[src/rtl/conv_sequencer.sv]
// Layer sequencer for the convolution datapath. It runs feature load and bias load,
// then loops weight load / compute / send once per output-channel pass.
module conv_sequencer #(
  parameter int OCH_PER_PASS = 8
) (
  input  logic       clk,
  input  logic       rst,
  input  logic       conv_start,
  input  logic       abort,
  input  logic [5:0] Flen,
  input  logic [8:0] num_INCH,
  input  logic [8:0] num_OUTCH,
  input  logic       f_writedone,
  input  logic       b_writedone,
  input  logic       w_writedone,
  input  logic       rdy_to_send,
  input  logic       send_done,
  output logic [2:0] command,
  output logic [5:0] cfg_flen,
  output logic [8:0] cfg_inch,
  output logic [8:0] och_base,
  output logic [8:0] och_cnt,
  output logic       busy,
  output logic       conv_done,
  output logic       conv_err
);

  typedef enum logic [2:0] {
    S_IDLE    = 3'd0,
    S_LOAD_F  = 3'd1,
    S_LOAD_B  = 3'd2,
    S_LOAD_W  = 3'd3,
    S_COMPUTE = 3'd4,
    S_SEND    = 3'd5,
    S_DONE    = 3'd6
  } state_t;

  localparam logic [9:0] PASS = 10'(OCH_PER_PASS);

  state_t     state, state_next;
  logic [8:0] cfg_outch;
  logic [9:0] next_base;
  logic       more_passes;
  logic       bad_cfg;
  logic       start_ok;
  logic       abort_run;

  function automatic logic [8:0] pass_cnt(input logic [9:0] remaining);
    pass_cnt = (remaining > PASS) ? PASS[8:0] : remaining[8:0];
  endfunction

  // Pass arithmetic is done in 10 bits so the last-pass test cannot wrap.
  always_comb begin
    next_base   = {1'b0, och_base} + PASS;
    more_passes = next_base < {1'b0, cfg_outch};
    bad_cfg     = (Flen == 6'd0) || (num_INCH == 9'd0) || (num_OUTCH == 9'd0);
    start_ok    = (state == S_IDLE) && conv_start && !abort;
    abort_run   = abort && (state != S_IDLE);
  end

  always_comb begin
    state_next = state;
    if (abort_run) begin
      state_next = S_IDLE;
    end else begin
      case (state)
        S_IDLE:    if (start_ok) state_next = bad_cfg ? S_DONE : S_LOAD_F;
        S_LOAD_F:  if (f_writedone) state_next = S_LOAD_B;
        S_LOAD_B:  if (b_writedone) state_next = S_LOAD_W;
        S_LOAD_W:  if (w_writedone) state_next = S_COMPUTE;
        S_COMPUTE: if (rdy_to_send) state_next = S_SEND;
        S_SEND:    if (send_done) state_next = more_passes ? S_LOAD_W : S_DONE;
        S_DONE:    state_next = S_IDLE;
        default:   state_next = S_IDLE;
      endcase
    end
  end

  always_ff @(posedge clk) begin
    if (rst) begin
      state   <= S_IDLE;
      command <= 3'd0;
      busy    <= 1'b0;
    end else begin
      state   <= state_next;
      command <= (state_next == S_DONE) ? 3'd0 : 3'(state_next);
      busy    <= (state_next != S_IDLE) && (state_next != S_DONE);
    end
  end

  always_ff @(posedge clk) begin
    if (rst) begin
      cfg_flen  <= 6'd0;
      cfg_inch  <= 9'd0;
      cfg_outch <= 9'd0;
      och_base  <= 9'd0;
      och_cnt   <= 9'd0;
      conv_done <= 1'b0;
      conv_err  <= 1'b0;
    end else if (start_ok) begin
      cfg_flen  <= Flen;
      cfg_inch  <= num_INCH;
      cfg_outch <= num_OUTCH;
      och_base  <= 9'd0;
      och_cnt   <= pass_cnt({1'b0, num_OUTCH});
      conv_done <= 1'b0;
      conv_err  <= bad_cfg;
    end else if (abort_run) begin
      conv_err <= 1'b1;
    end else if (state == S_SEND && send_done && more_passes) begin
      och_base <= next_base[8:0];
      och_cnt  <= pass_cnt({1'b0, cfg_outch} - next_base);
    end else if (state == S_DONE) begin
      conv_done <= 1'b1;
    end
  end

endmodule

[config.mk]
export PLATFORM = sky130hd
export DESIGN_NAME = conv_sequencer
export DESIGN_NICKNAME = d
export VERILOG_FILES = /design/src/rtl/conv_sequencer.sv
export SDC_FILE = /design/constraint.sdc
export NUM_CORES = 1
export LEC_CHECK = 0
export ABC_CLOCK_PERIOD_IN_PS = 2500
export CAP_MARGIN = 30
export CORE_MARGIN = 4
export CORE_UTILIZATION = 28
export DETAILED_ROUTE_END_ITERATION = 8
export PLACE_DENSITY = 0.64
export SKIP_CTS_REPAIR_TIMING = 1
export SYNTH_ARGS = -nofsm -noshare
export SYNTH_HDL_FRONTEND = slang
export SYNTH_SLANG_ARGS = --single-unit
[constraint.sdc]
create_clock -name clk -period 2.5 [get_ports clk]
set_input_delay 0.375 -clock clk [delete_from_list [all_inputs] [get_ports clk]]
set_output_delay 0.375 -clock clk [all_outputs]
set_load 0.05 [all_outputs]
Word-level counts from Yosys, hierarchy flattened
Cells that the tools add are included.
- bitwise gates (word level): 2
- equality and inequality tests: 9
- $add $sub $neg: 2
- multiplexer cells: 17
- order comparisons: 3
- reduce and logical (&&, ||, !) cells: 22
- operators by type and width (kind ; count):
    9-bit two-way mux ; 5
    3-bit two-way mux ; 9
    9-bit zero test ; 2
    3-bit case mux with 6 select lines ; 1
    3-bit equality test (second input constant) ; 4
    9-bit by 4-bit adder with 10-bit output (second input constant) ; 1
    10-bit by 4-bit greater-than comparator with 1-bit output (second input constant) ; 1
    10-bit by 9-bit less-than comparator with 1-bit output ; 1
    9-bit by 10-bit subtractor with 10-bit output ; 1
    9-bit by 4-bit greater-than comparator with 1-bit output (second input constant) ; 1
    3-bit by 2-bit equality test with 1-bit output (second input constant) ; 2
    1-bit logical AND ; 6
    6-bit zero test ; 1
    3-bit nonzero test ; 2
    2-bit AND reduction ; 2
    2-bit nonzero test ; 2
    2-bit OR reduction ; 2
    3-bit by 1-bit equality test with 1-bit output (second input constant) ; 1
    3-bit zero test ; 1
    3-bit != test (second input constant) ; 1
    3-bit AND reduction ; 1
    1-bit logical OR ; 2
    1-bit two-way mux ; 2
    2-bit != test (second input constant) ; 1
    other kinds (2) ; 3
- logic and storage cells: 65
- register bits after elaboration: 51
- output and inout port bits: 39

Longest topological paths before layout
- depth in word-level cells: 9
- depth in mapped cells: 14

Worst setup path after synthesis
OpenSTA, ideal clock, no wires.
- kind: register -> register
- start: register och_base[5]
- end: register och_base[4]
- arrival: 3053 ps
- stages on the path, launching flop included: 13
- library setup time: 131 ps
- path slack: -684 ps
- path through: dfxtp_1 > and3_1 > buf_6 > nand3_1 > xor2_1 > ha_1 > clkbuf_1 > o21ai_0 > o21a_1 > nor4_4 > buf_6 > mux2i_1 > nor3_2
- word-level cells in the longest chain between the ends: 4
- ends and longest elaborated chain (element ; RTL line ; text):
    start, declared ; 21 ; output logic [8:0] och_base,
    start signal, assigned ; 111 ; och_base <= next_base[8:0];
    9-bit by 4-bit adder with 10-bit output ; 54 ; next_base = {1'b0, och_base} + PASS;
    10-bit by 9-bit less-than comparator with 1-bit output ; 55 ; more_passes = next_base < {1'b0, cfg_outch};
    1-bit logical AND ; 110 ; end else if (state == S_SEND && send_done && more_passes) begin
    2-bit AND reduction (no line) ; -- ;
Every way passes these cells.
A chain may end at the register's enable or synchronous reset.

Worst setup path in the final report
- start: register och_base[3]
- end: register och_cnt[1]
- word-level cells in the longest chain between the ends: 7
- elaborated cells on any way between the ends: 11
- those cells by class: 2 x add/sub; 2 x order compare; 4 x mux; 3 x reduce/logical
- ends and longest elaborated chain (element ; RTL line ; text):
    9-bit by 4-bit adder with 10-bit output * ; 54 ;
    named net next_base[3] ; 42 ; logic [9:0] next_base;
    9-bit by 10-bit subtractor with 10-bit output ; 112 ; och_cnt <= pass_cnt({1'b0, cfg_outch} - next_base);
    10-bit by 4-bit greater-than comparator with 1-bit output ; 49 ; pass_cnt = (remaining > PASS) ? PASS[8:0] : remaining[8:0];
    9-bit two-way mux ; 49 ;
    9-bit two-way mux ; 110 ;
    9-bit two-way mux ; 108 ; end else if (abort_run) begin
    9-bit two-way mux ; 100 ; end else if (start_ok) begin
    end signal, assigned ; 105 ; och_cnt <= pass_cnt({1'b0, num_OUTCH});
    end signal, assigned ; 112 ;
    end, declared ; 22 ; output logic [8:0] och_cnt,
Mark *: on every way through the listed nets, which the timed path passes. The rest lies on a longest branch. The select of a mux whose other input is x is not followed.

==> flow_summary.ini <==
[drt]
wl_per_cell_um = 14.11
drt_iter0_drc = 72
drcViolationCount = 0
via_per_inst = 4.842
drtAntennaViolNets = 0
dr_total_vias = 2542
wirelength_um = 7407
firstDrtPassIters = 5

[sta]
hold_viol_final = 0
fmax_mhz = 369.5
timing.slew.headroom = 0.6465
fin_crit_sh = 1.083
setup_violations = 14
layout_setup_ws_ns = -0.2064
clock_skew_ns = 0.007828
drv_slew = 0
tightest_slew_ns = 0.5286
fin_crit_ns = 2.706
rsz0062_at_grt = true
finalSetupTns_ns = -1.618

[synth]
netlist.area_leader.share = 0.3756
yosysMostFrequentCell = nand2_1
syn_area_per_cell_um2 = 7.897
yosys_warnings = 0
postSynthCellCount = 324
synth_common_cells = 69 x nand2_1, 48 x dfxtp_1, 34 x a21oi_1
seq_area_frac_synth = 0.3756
yosysTopAreaCell = dfxtp_1
async_flop_share = 0
synth_cell_types = 53
synth_edf_count = 0
ys_ff_latch = 48
ys.flop_type = dfxtp_1
synth.top_cells.by_area = dfxtp_1 38%, nand2_1 10%, a21oi_1 6.7%, clkbuf_1 2.5%, ha_1 2.4%
syn_area_mm2 = 0.002559

[floorplan]
core_area_mm2 = 0.008806
rows = 34
boundaryPins = 72
fp.dieH_um = 103.6
start_util = 0.2906
chipWidth_um = 103.6
die_area_mm2 = 0.01073

[clock_tree]
clockRootBuffer = clkbuf_8
clock_latency_ns = 0.30
cts.clk_slew.worst_paths_ns = 0.09
numClockSinks = 48
clockBufferDepth = 2
cts_inserted_buffers = 5
cts_tree = built
h-tree-depth = 2

[hold_path]
hp-class = register to register

[job]
drv_cap = 0

[finish]
fin_area_mm2 = 0.003886
nets = 455
syn2layout_area_growth_pct = 51.88
n_antenna_cell = 0
n_fill_cell = 866
final_util = 0.4413
final_cells = 525
layout-drive-gt1-share = 0.2182

[worst_setup_path]
cp_slowest_cell = maj3_1
path_buf_inv = 4
max_stage_delay_ns = 0.38
startpoint_type = register
path_class = register to register
worstPathCellList = buf_4 -> inv_1 -> ha_1 -> fa_2 -> nor2b_2 -> nor2_1 -> maj3_1 -> buf_4 -> nor4_4 -> o41ai_4 -> buf_4 -> o41ai_2
worstSetupEndpointType = register
critPathMaxFanout = 4
cp_top_family = adder cells
cpMostUsedCell = buf_4
worstPathRequired_ns = 2.71
arrival_ns = 2.92

[global_routing]
grt_max_degree = 42
grt_pass1_wl_um = 11470
overflow = 0
antenna_found_initial = 0
grtUsageTotal = 0.1266
grt_pass1_vias = 2347

[pwr]
ir_drop_v = 0.0002403
p_leak_nw = 1.431
power-per-cell-area_mw_per_mm2 = 455.0

[placement]
gp_congestion = 0.8906
hpwl_um = 5464
io_buffers = 68
dp_cells = 509
place_area_mm2 = 0.003547

[outcome]
violations = setup timing
status = complete, but fails checks
report_power, final:
part	internal [W]	total (W)	switching, W
logic	0.000190	0.000456	0.000266
clock network	0.000227	0.000496	0.000270
registers	0.000795	0.000817	0.0000219
total	0.00121	0.00177	0.000558
final cells by class:
cell class / count / area (µm²) / share of cell area
Multi-Input combinational cell: 238 / 1604 / 0.4127
Timing Repair Buffer: 108 / 1020 / 0.2624
Sequential cell: 48 / 974.7 / 0.2508
Tap cell: 108 / 135.1 / 0.03477
Clock buffer: 6 / 82.58 / 0.02125
Inverter: 15 / 56.30 / 0.01449
Clock inverter: 2 / 13.76 / 0.003542
logic make-up after synthesis:
family / count (synthesis) / share of synthesized area
flops: 48 / 0.3755
fa+ha+maj: 8 / 0.04059
compound gates: 75 / 0.1897
buf+inv: 40 / 0.07286
mux: 4 / 0.01565
other cells: 1 / 0.001466
simple gates: 140 / 0.2694
xor+xnor: 8 / 0.03472
flip-flops by register name, indices dropped and copies added, names as in the netlist:
name and cells:
command 3, cfg_inch 9, cfg_flen 6, busy 1
och_cnt 9, cfg_outch 9, state 3, conv_done 1
conv_err 1, och_base 6
worst paths after layout:
kind                                    to  slack, ns  cells after the start        start
worst max-delay path            och_cnt[1]      -0.21                     12  och_base[3]
worst min-delay path            och_cnt[8]       0.43                      2   och_cnt[8]
worst max register to register  och_cnt[1]      -0.21                     12  och_base[3]
worst min register to register  och_cnt[8]       0.43                      2   och_cnt[8]
through the flow:
step | worst slack (ns) | total power [W] | hold slack, ns
floorplan | -0.2590 | 0.001090 | 0.4363
global placement | -0.2523 | 0.001251 | 0.4329
detailed placement | -0.3432 | 0.001257 | 0.4197
CTS | -0.3636 | 0.001760 | 0.4333
global route | -0.3037 | 0.001865 | 0.4573
finish | -0.2064 | 0.001768 | 0.4315
tightest hold or removal path, delay by kind of cell (launching register included):
| kind | cells | cell delay, ns |
|---|---|---|
| simple gates | 2 | 0.08 |
| flops | 1 | 0.32 |
metal layers:
metal | share of wire | global-route usage | vias up
met5 | 0 | 0 | -
met4 | 0.0047 | 0.02849 | 0
met3 | 0.055 | 0.03358 | 3
met2 | 0.48 | 0.2019 | 68
met1 | 0.46 | 0.1721 | 1168
li1 | - | - | 1303
layout by cell type (no fill, tap or decap), types with 7 or more instances in the layout:
| cell type | count |
|---|---|
| inv_1 | 15 |
| dfxtp_1 | 43 |
| buf_4 | 35 |
| a21oi_1 | 32 |
| nand2_1 | 69 |
| nand3_1 | 7 |
| nor3_1 | 9 |
| clkdlybuf4s50_1 | 68 |
| nor2_1 | 11 |
No activity file was read; power rests on OpenSTA's default activity.
